--- config.mk ---
export PLATFORM = sky130hd
export DESIGN_NAME = cs_y_collector
export DESIGN_NICKNAME = d
export VERILOG_FILES = /design/src/rtl/cs_pkg.sv /design/src/rtl/cs_sync_fifo.sv /design/src/rtl/cs_y_collector.sv
export SDC_FILE = /design/constraint.sdc
export NUM_CORES = 1
export LEC_CHECK = 0
export BUFFER_PORTS_ARGS = -buffer_cell sky130_fd_sc_hd__buf_2
export CORE_UTILIZATION = 60
export CTS_CLUSTER_DIAMETER = 50
export DETAILED_ROUTE_END_ITERATION = 10
export PLACE_DENSITY = 0.92
export SYNTH_ARGS = -nofsm -noshare
export SYNTH_HDL_FRONTEND = slang
export SYNTH_HIERARCHICAL = 1
export SYNTH_SLANG_ARGS = --single-unit
--- constraint.sdc ---
create_clock -name clk -period 2.8 [get_ports clk]
set_input_delay 0.42 -clock clk [delete_from_list [all_inputs] [get_ports clk]]
set_output_delay 0.42 -clock clk [all_outputs]
set_load 0.01 [all_outputs]
--- src/rtl/cs_pkg.sv ---
// Shared constants and types for the CS sliding-window datapath.
package cs_pkg;

  localparam int unsigned CS_WIN = 9;
  localparam int unsigned CS_XW  = 8;
  localparam int unsigned CS_YW  = 10;

  typedef logic [CS_YW-1:0] y_t;

  typedef enum logic {
    WARM = 1'b0,
    RUN  = 1'b1
  } col_state_e;

endpackage

--- src/rtl/cs_sync_fifo.sv ---
// First-word-fall-through synchronous FIFO with registered full/empty flags and occupancy.
module cs_sync_fifo #(
  parameter int unsigned DW    = 10,
  parameter int unsigned DEPTH = 8,
  localparam int unsigned AW   = (DEPTH > 1) ? $clog2(DEPTH) : 1,
  localparam int unsigned LW   = $clog2(DEPTH) + 1
) (
  input  logic          clk,
  input  logic          rst_n,
  input  logic          push,
  input  logic          pop,
  input  logic [DW-1:0] din,
  output logic [DW-1:0] dout,
  output logic          full,
  output logic          empty,
  output logic [LW-1:0] level
);

  logic [DW-1:0] mem [DEPTH];
  logic [AW-1:0] wr_ptr;
  logic [AW-1:0] rd_ptr;
  logic          do_push;
  logic          do_pop;
  logic [LW-1:0] level_d;

  // A push into a full FIFO is only taken when the head leaves in the same cycle.
  assign do_pop  = pop & ~empty;
  assign do_push = push & (~full | do_pop);

  always_comb begin
    level_d = level;
    if (do_push && !do_pop) begin
      level_d = level + LW'(1);
    end else if (do_pop && !do_push) begin
      level_d = level - LW'(1);
    end
  end

  always_ff @(posedge clk or negedge rst_n) begin
    if (!rst_n) begin
      mem    <= '{default: '0};
      wr_ptr <= '0;
      rd_ptr <= '0;
      level  <= '0;
      full   <= 1'b0;
      empty  <= 1'b1;
    end else begin
      if (do_push) begin
        mem[wr_ptr] <= din;
        wr_ptr      <= wr_ptr + AW'(1);
      end
      if (do_pop) begin
        rd_ptr <= rd_ptr + AW'(1);
      end
      level <= level_d;
      full  <= (level_d == LW'(DEPTH));
      empty <= (level_d == '0);
    end
  end

  assign dout = mem[rd_ptr];

endmodule

--- src/rtl/cs_y_collector.sv ---
// Collects CS-stage Y samples after window warm-up and streams them out over valid/ready.
module cs_y_collector
  import cs_pkg::*;
#(
  parameter int unsigned DW     = CS_YW,
  parameter int unsigned WARMUP = CS_WIN - 1,
  parameter int unsigned DEPTH  = 8,
  parameter int unsigned CW     = 8,
  localparam int unsigned LW    = $clog2(DEPTH) + 1
) (
  input  logic          clk,
  input  logic          reset,
  input  logic [DW-1:0] y_in,
  input  logic          y_en,
  output logic [DW-1:0] out_data,
  output logic          out_valid,
  input  logic          out_ready,
  output logic          primed,
  output logic          overflow,
  output logic [CW-1:0] drop_cnt,
  output logic [LW-1:0] level
);

  localparam int unsigned WCW = (WARMUP > 1) ? $clog2(WARMUP) : 1;

  col_state_e     state_q;
  col_state_e     state_d;
  logic [WCW-1:0] warm_cnt_q;
  logic [WCW-1:0] warm_cnt_d;
  logic           overflow_d;
  logic [CW-1:0]  drop_cnt_d;
  logic           fifo_full;
  logic           fifo_empty;
  logic           push;
  logic           pop;
  logic           drop;

  assign primed    = (state_q == RUN);
  assign out_valid = ~fifo_empty;
  assign push      = y_en & primed;
  assign pop       = out_valid & out_ready;
  assign drop      = push & fifo_full & ~pop;

  always_ff @(posedge clk or negedge reset) begin
    if (!reset) begin
      state_q    <= WARM;
      warm_cnt_q <= '0;
      overflow   <= 1'b0;
      drop_cnt   <= '0;
    end else begin
      state_q    <= state_d;
      warm_cnt_q <= warm_cnt_d;
      overflow   <= overflow_d;
      drop_cnt   <= drop_cnt_d;
    end
  end

  // Warm-up counter freezes once the window is full; drop counter saturates.
  always_comb begin
    state_d    = state_q;
    warm_cnt_d = warm_cnt_q;
    overflow_d = overflow;
    drop_cnt_d = drop_cnt;
    case (state_q)
      WARM: begin
        if (y_en) begin
          if (warm_cnt_q == WCW'(WARMUP - 1)) begin
            state_d = RUN;
          end else begin
            warm_cnt_d = warm_cnt_q + WCW'(1);
          end
        end
      end
      RUN: begin
        if (drop) begin
          overflow_d = 1'b1;
          if (drop_cnt != {CW{1'b1}}) begin
            drop_cnt_d = drop_cnt + CW'(1);
          end
        end
      end
      default: state_d = WARM;
    endcase
  end

  cs_sync_fifo #(
    .DW    (DW),
    .DEPTH (DEPTH)
  ) u_fifo (
    .clk   (clk),
    .rst_n (reset),
    .push  (push),
    .pop   (pop),
    .din   (y_in),
    .dout  (out_data),
    .full  (fifo_full),
    .empty (fifo_empty),
    .level (level)
  );

endmodule

==> impl_metrics.env <==
export IMPL_drt_first_pass_iters=4
export IMPL_reg2reg_from="u_fifo/empty"
export IMPL_timing_rr_end="u_fifo/mem[51]"
export IMPL_powerDensity_mw_per_mm2=1130
export IMPL_crit_type="reg -> out"
export IMPL_clock_latency_ps=370
export IMPL_grt_max_degree=59
export IMPL_drive_gt1_share_pct=51.6
export IMPL_synthesis_instances=317
export IMPL_hold_class="in -> async"
export IMPL_status="finished clean"
export IMPL_ys_ff_latch=105
export IMPL_fp_coreArea_mm2=0.00777
export IMPL_syn2layout_area_growth_pct=10.5
export IMPL_synth_cell_types=44
export IMPL_power_w=0.00608
export IMPL_grt_overflow=0
export IMPL_cp_end_kind="primary output"
export IMPL_post_cts_setup_buffers=0
export IMPL_dieWidth_um=92.1
export IMPL_die_area_mm2=0.00847
export IMPL_drc_errors=0
export IMPL_worst_pin_slew_ps=618
export IMPL_setup_violations=0
export IMPL_arrival_ps=2100
export IMPL_grt_pass1_wl_um=15000
export IMPL_antenna_found_initial=0
export IMPL_synth_seq_area_share_pct=54.0
export IMPL_rsz0062_at_grt="false"
export IMPL_clockBufferDepth=2
export IMPL_cts_buffers=9
export IMPL_drtAntennaViolNets=0
export IMPL_min_period_over_period_pct=89.9
export IMPL_rows=32
export IMPL_drt_total_wl_um=8990
export IMPL_layout_cells_non_filler=468
export IMPL_io_pins=39
export IMPL_nNetsFinal=383
export IMPL_report_final_slew_viol_count=0
export IMPL_relSlewSlack_pct=58.7
export IMPL_n_antenna_cell=0
export IMPL_r2r_setup_slack_ps=450
export IMPL_start_util_pct=62.6
export IMPL_skew_ps=9.16
export IMPL_globalplace_congestion=0.738
export IMPL_clockRootBuffer="clkbuf_8"
export IMPL_crit_fanout=22
export IMPL_cts_resized=0
export IMPL_drv_cap=0
export IMPL_h_tree_depth=3
export IMPL_wire_per_inst_um=19.2
export IMPL_syn_cell_area_mm2=0.00487
export IMPL_vias=2810
export IMPL_io_buffers=38
export IMPL_drt_initial_drc_count=56
export IMPL_viasPerCell=6.00
export IMPL_syn_num_nets=338
export IMPL_grt_pass1_vias=3065
export IMPL_critical_path_required_ps=2380
export IMPL_avgSynthCellArea_um2=15.3
export IMPL_fin_crit_ps=2520
export IMPL_hpwl_um=6040
export IMPL_cp_startpoint="u_fifo/rd_ptr[0]"
export IMPL_reg2reg_depth=7
export IMPL_yosysWarnings=6
export IMPL_hold_viol_final=0
export IMPL_placedCellCount=453
export IMPL_die_y_um=92.1
export IMPL_finalSetupTns_ps=0
export IMPL_gr_usage_all_layers_pct=23.7
export IMPL_ctsHoldBuffers=0
export IMPL_tritoncts="yes"
export IMPL_utilization_pct=69.2
export IMPL_clock_sinks=105
export IMPL_cts_clk_slew_worst_paths_ps=90
export IMPL_vdd_ir_drop_max_mv=0.586
export IMPL_fmax_ghz=0.397
export IMPL_worst_setup_path_start_kind="flip-flop"
export IMPL_leakage_nw=2.37
==> worst max-delay path, cell delays in order, from the launching register on <==
cell and delay, ps:
dfrtp_1 330, buf_4 390, mux4_2 580, mux2_2 280
buf_2 140
==> synth_stat cells, drive strengths merged <==
cell     instances  area share [%]
nor2b            3            0.44
a21boi           2            0.54
xnor2            6             1.1
nor2             5            0.54
nand2            7            0.54
and2             3            0.39
dfrtp          104              53
a211oi           2            0.41
o21bai           1            0.15
dfstp            1            0.54
mux4            20             9.3
and4             1            0.18
o221ai           1            0.18
xor2             5            0.90
nand4            4            0.64
a21o             1            0.15
nand2b           4            0.67
buf              7            0.95
clkbuf           6            0.46
a21oi            2            0.21
inv              4            0.31
nand4b           2            0.36
nor3b            4            0.62
o2bb2ai          1            0.18
and3             1            0.13
o21ai            2            0.21
a32oi            1            0.18
mux2            97              22
nor3             6             1.1
or2              1            0.18
nand3            6            0.82
ha               7             1.8
==> cell type report <==
cell class / count / area (um^2)
clock buffers: 13 / 169
clock inverters: 2 / 12.5
fillers: 520 / 2390
inverters: 4 / 15.0
multi-input cells: 195 / 2150
flip-flops and latches: 105 / 2630
well taps: 102 / 128
repair buffers: 47 / 273
==> how the worst max path moves through the flow <==
stage | end | cells after the start | slack [ps]
floorplan | u_fifo/mem[30] | 8 | 700
global placement | u_fifo/mem[58] | 8 | 450
detailed placement | u_fifo/mem[51] | 8 | 340
CTS | out_data[7] | 4 | 250
global route | out_data[7] | 4 | 180
finish | out_data[7] | 4 | 280
==> sequential cells by signal, summed over array words and instances (netlist names) <==
name           flops
u_fifo/full        1
drop_cnt           8
u_fifo/level       4
u_fifo/wr_ptr      3
primed             1
overflow           1
u_fifo/mem        80
u_fifo/rd_ptr      3
u_fifo/empty       1
warm_cnt_q         3
==> layer usage <==
metal	share of wire, %	vias to the layer above	track usage, %
li1	-	1251	-
met1	42	1488	29.3
met2	53	57	41.2
met3	3.5	14	5.72
met4	1.5	0	7.16
met5	0	-	0
==> kinds of logic after synthesis <==
kind of cell,Yosys count,share of synthesized area [%]
AO/OA/AOI/OAI,13,2.21
XOR/XNOR,11,1.98
AND/OR/NAND/NOR,47,6.56
multiplexers,117,31.7
flip-flops,105,54.0
adder cells (fa/ha/maj),7,1.80
buffers and inverters,17,1.72
==> metrics by stage <==
step | hold slack (ps) | setup slack, ps | cell area (um^2)
finish | 60.5 | 282 | 5380
global route | 85.2 | 178 | 5380
CTS | 72.0 | 251 | 5380
detailed placement | 457 | 340 | 5200
global placement | 451 | 450 | 5200
floorplan | 124 | 696 | 4870
==> report_power, final <==
part	leakage, nW	internal [W]	total [W]	switching (W)
clock	0.0915	0.000391	0.000868	0.000477
combinational	0.993	0.00151	0.00252	0.00101
sequential	1.29	0.00221	0.00269	0.000483
total	2.37	0.00411	0.00608	0.00197
==> cell usage in the layout, fill, tap and decap left out, types with 2 or more instances in the layout <==
cell / n
nand2b_1: 3
buf_2: 37
inv_1: 4
nor2_1: 4
nor3_1: 3
ha_1: 7
nand4b_1: 2
dfrtp_1: 104
nand4_1: 3
clkbuf_8: 12
and2_1: 3
nand3_1: 4
nor3_2: 2
a21oi_1: 2
nand2_1: 7
o21ai_0: 2
nor3b_1: 4
mux2_2: 95
mux2_1: 2
xnor2_1: 6
buf_4: 9
nor2b_1: 2
mux4_2: 20
xor2_1: 5
nand3_2: 2
Note: power is estimated with default switching activity, not from simulation.
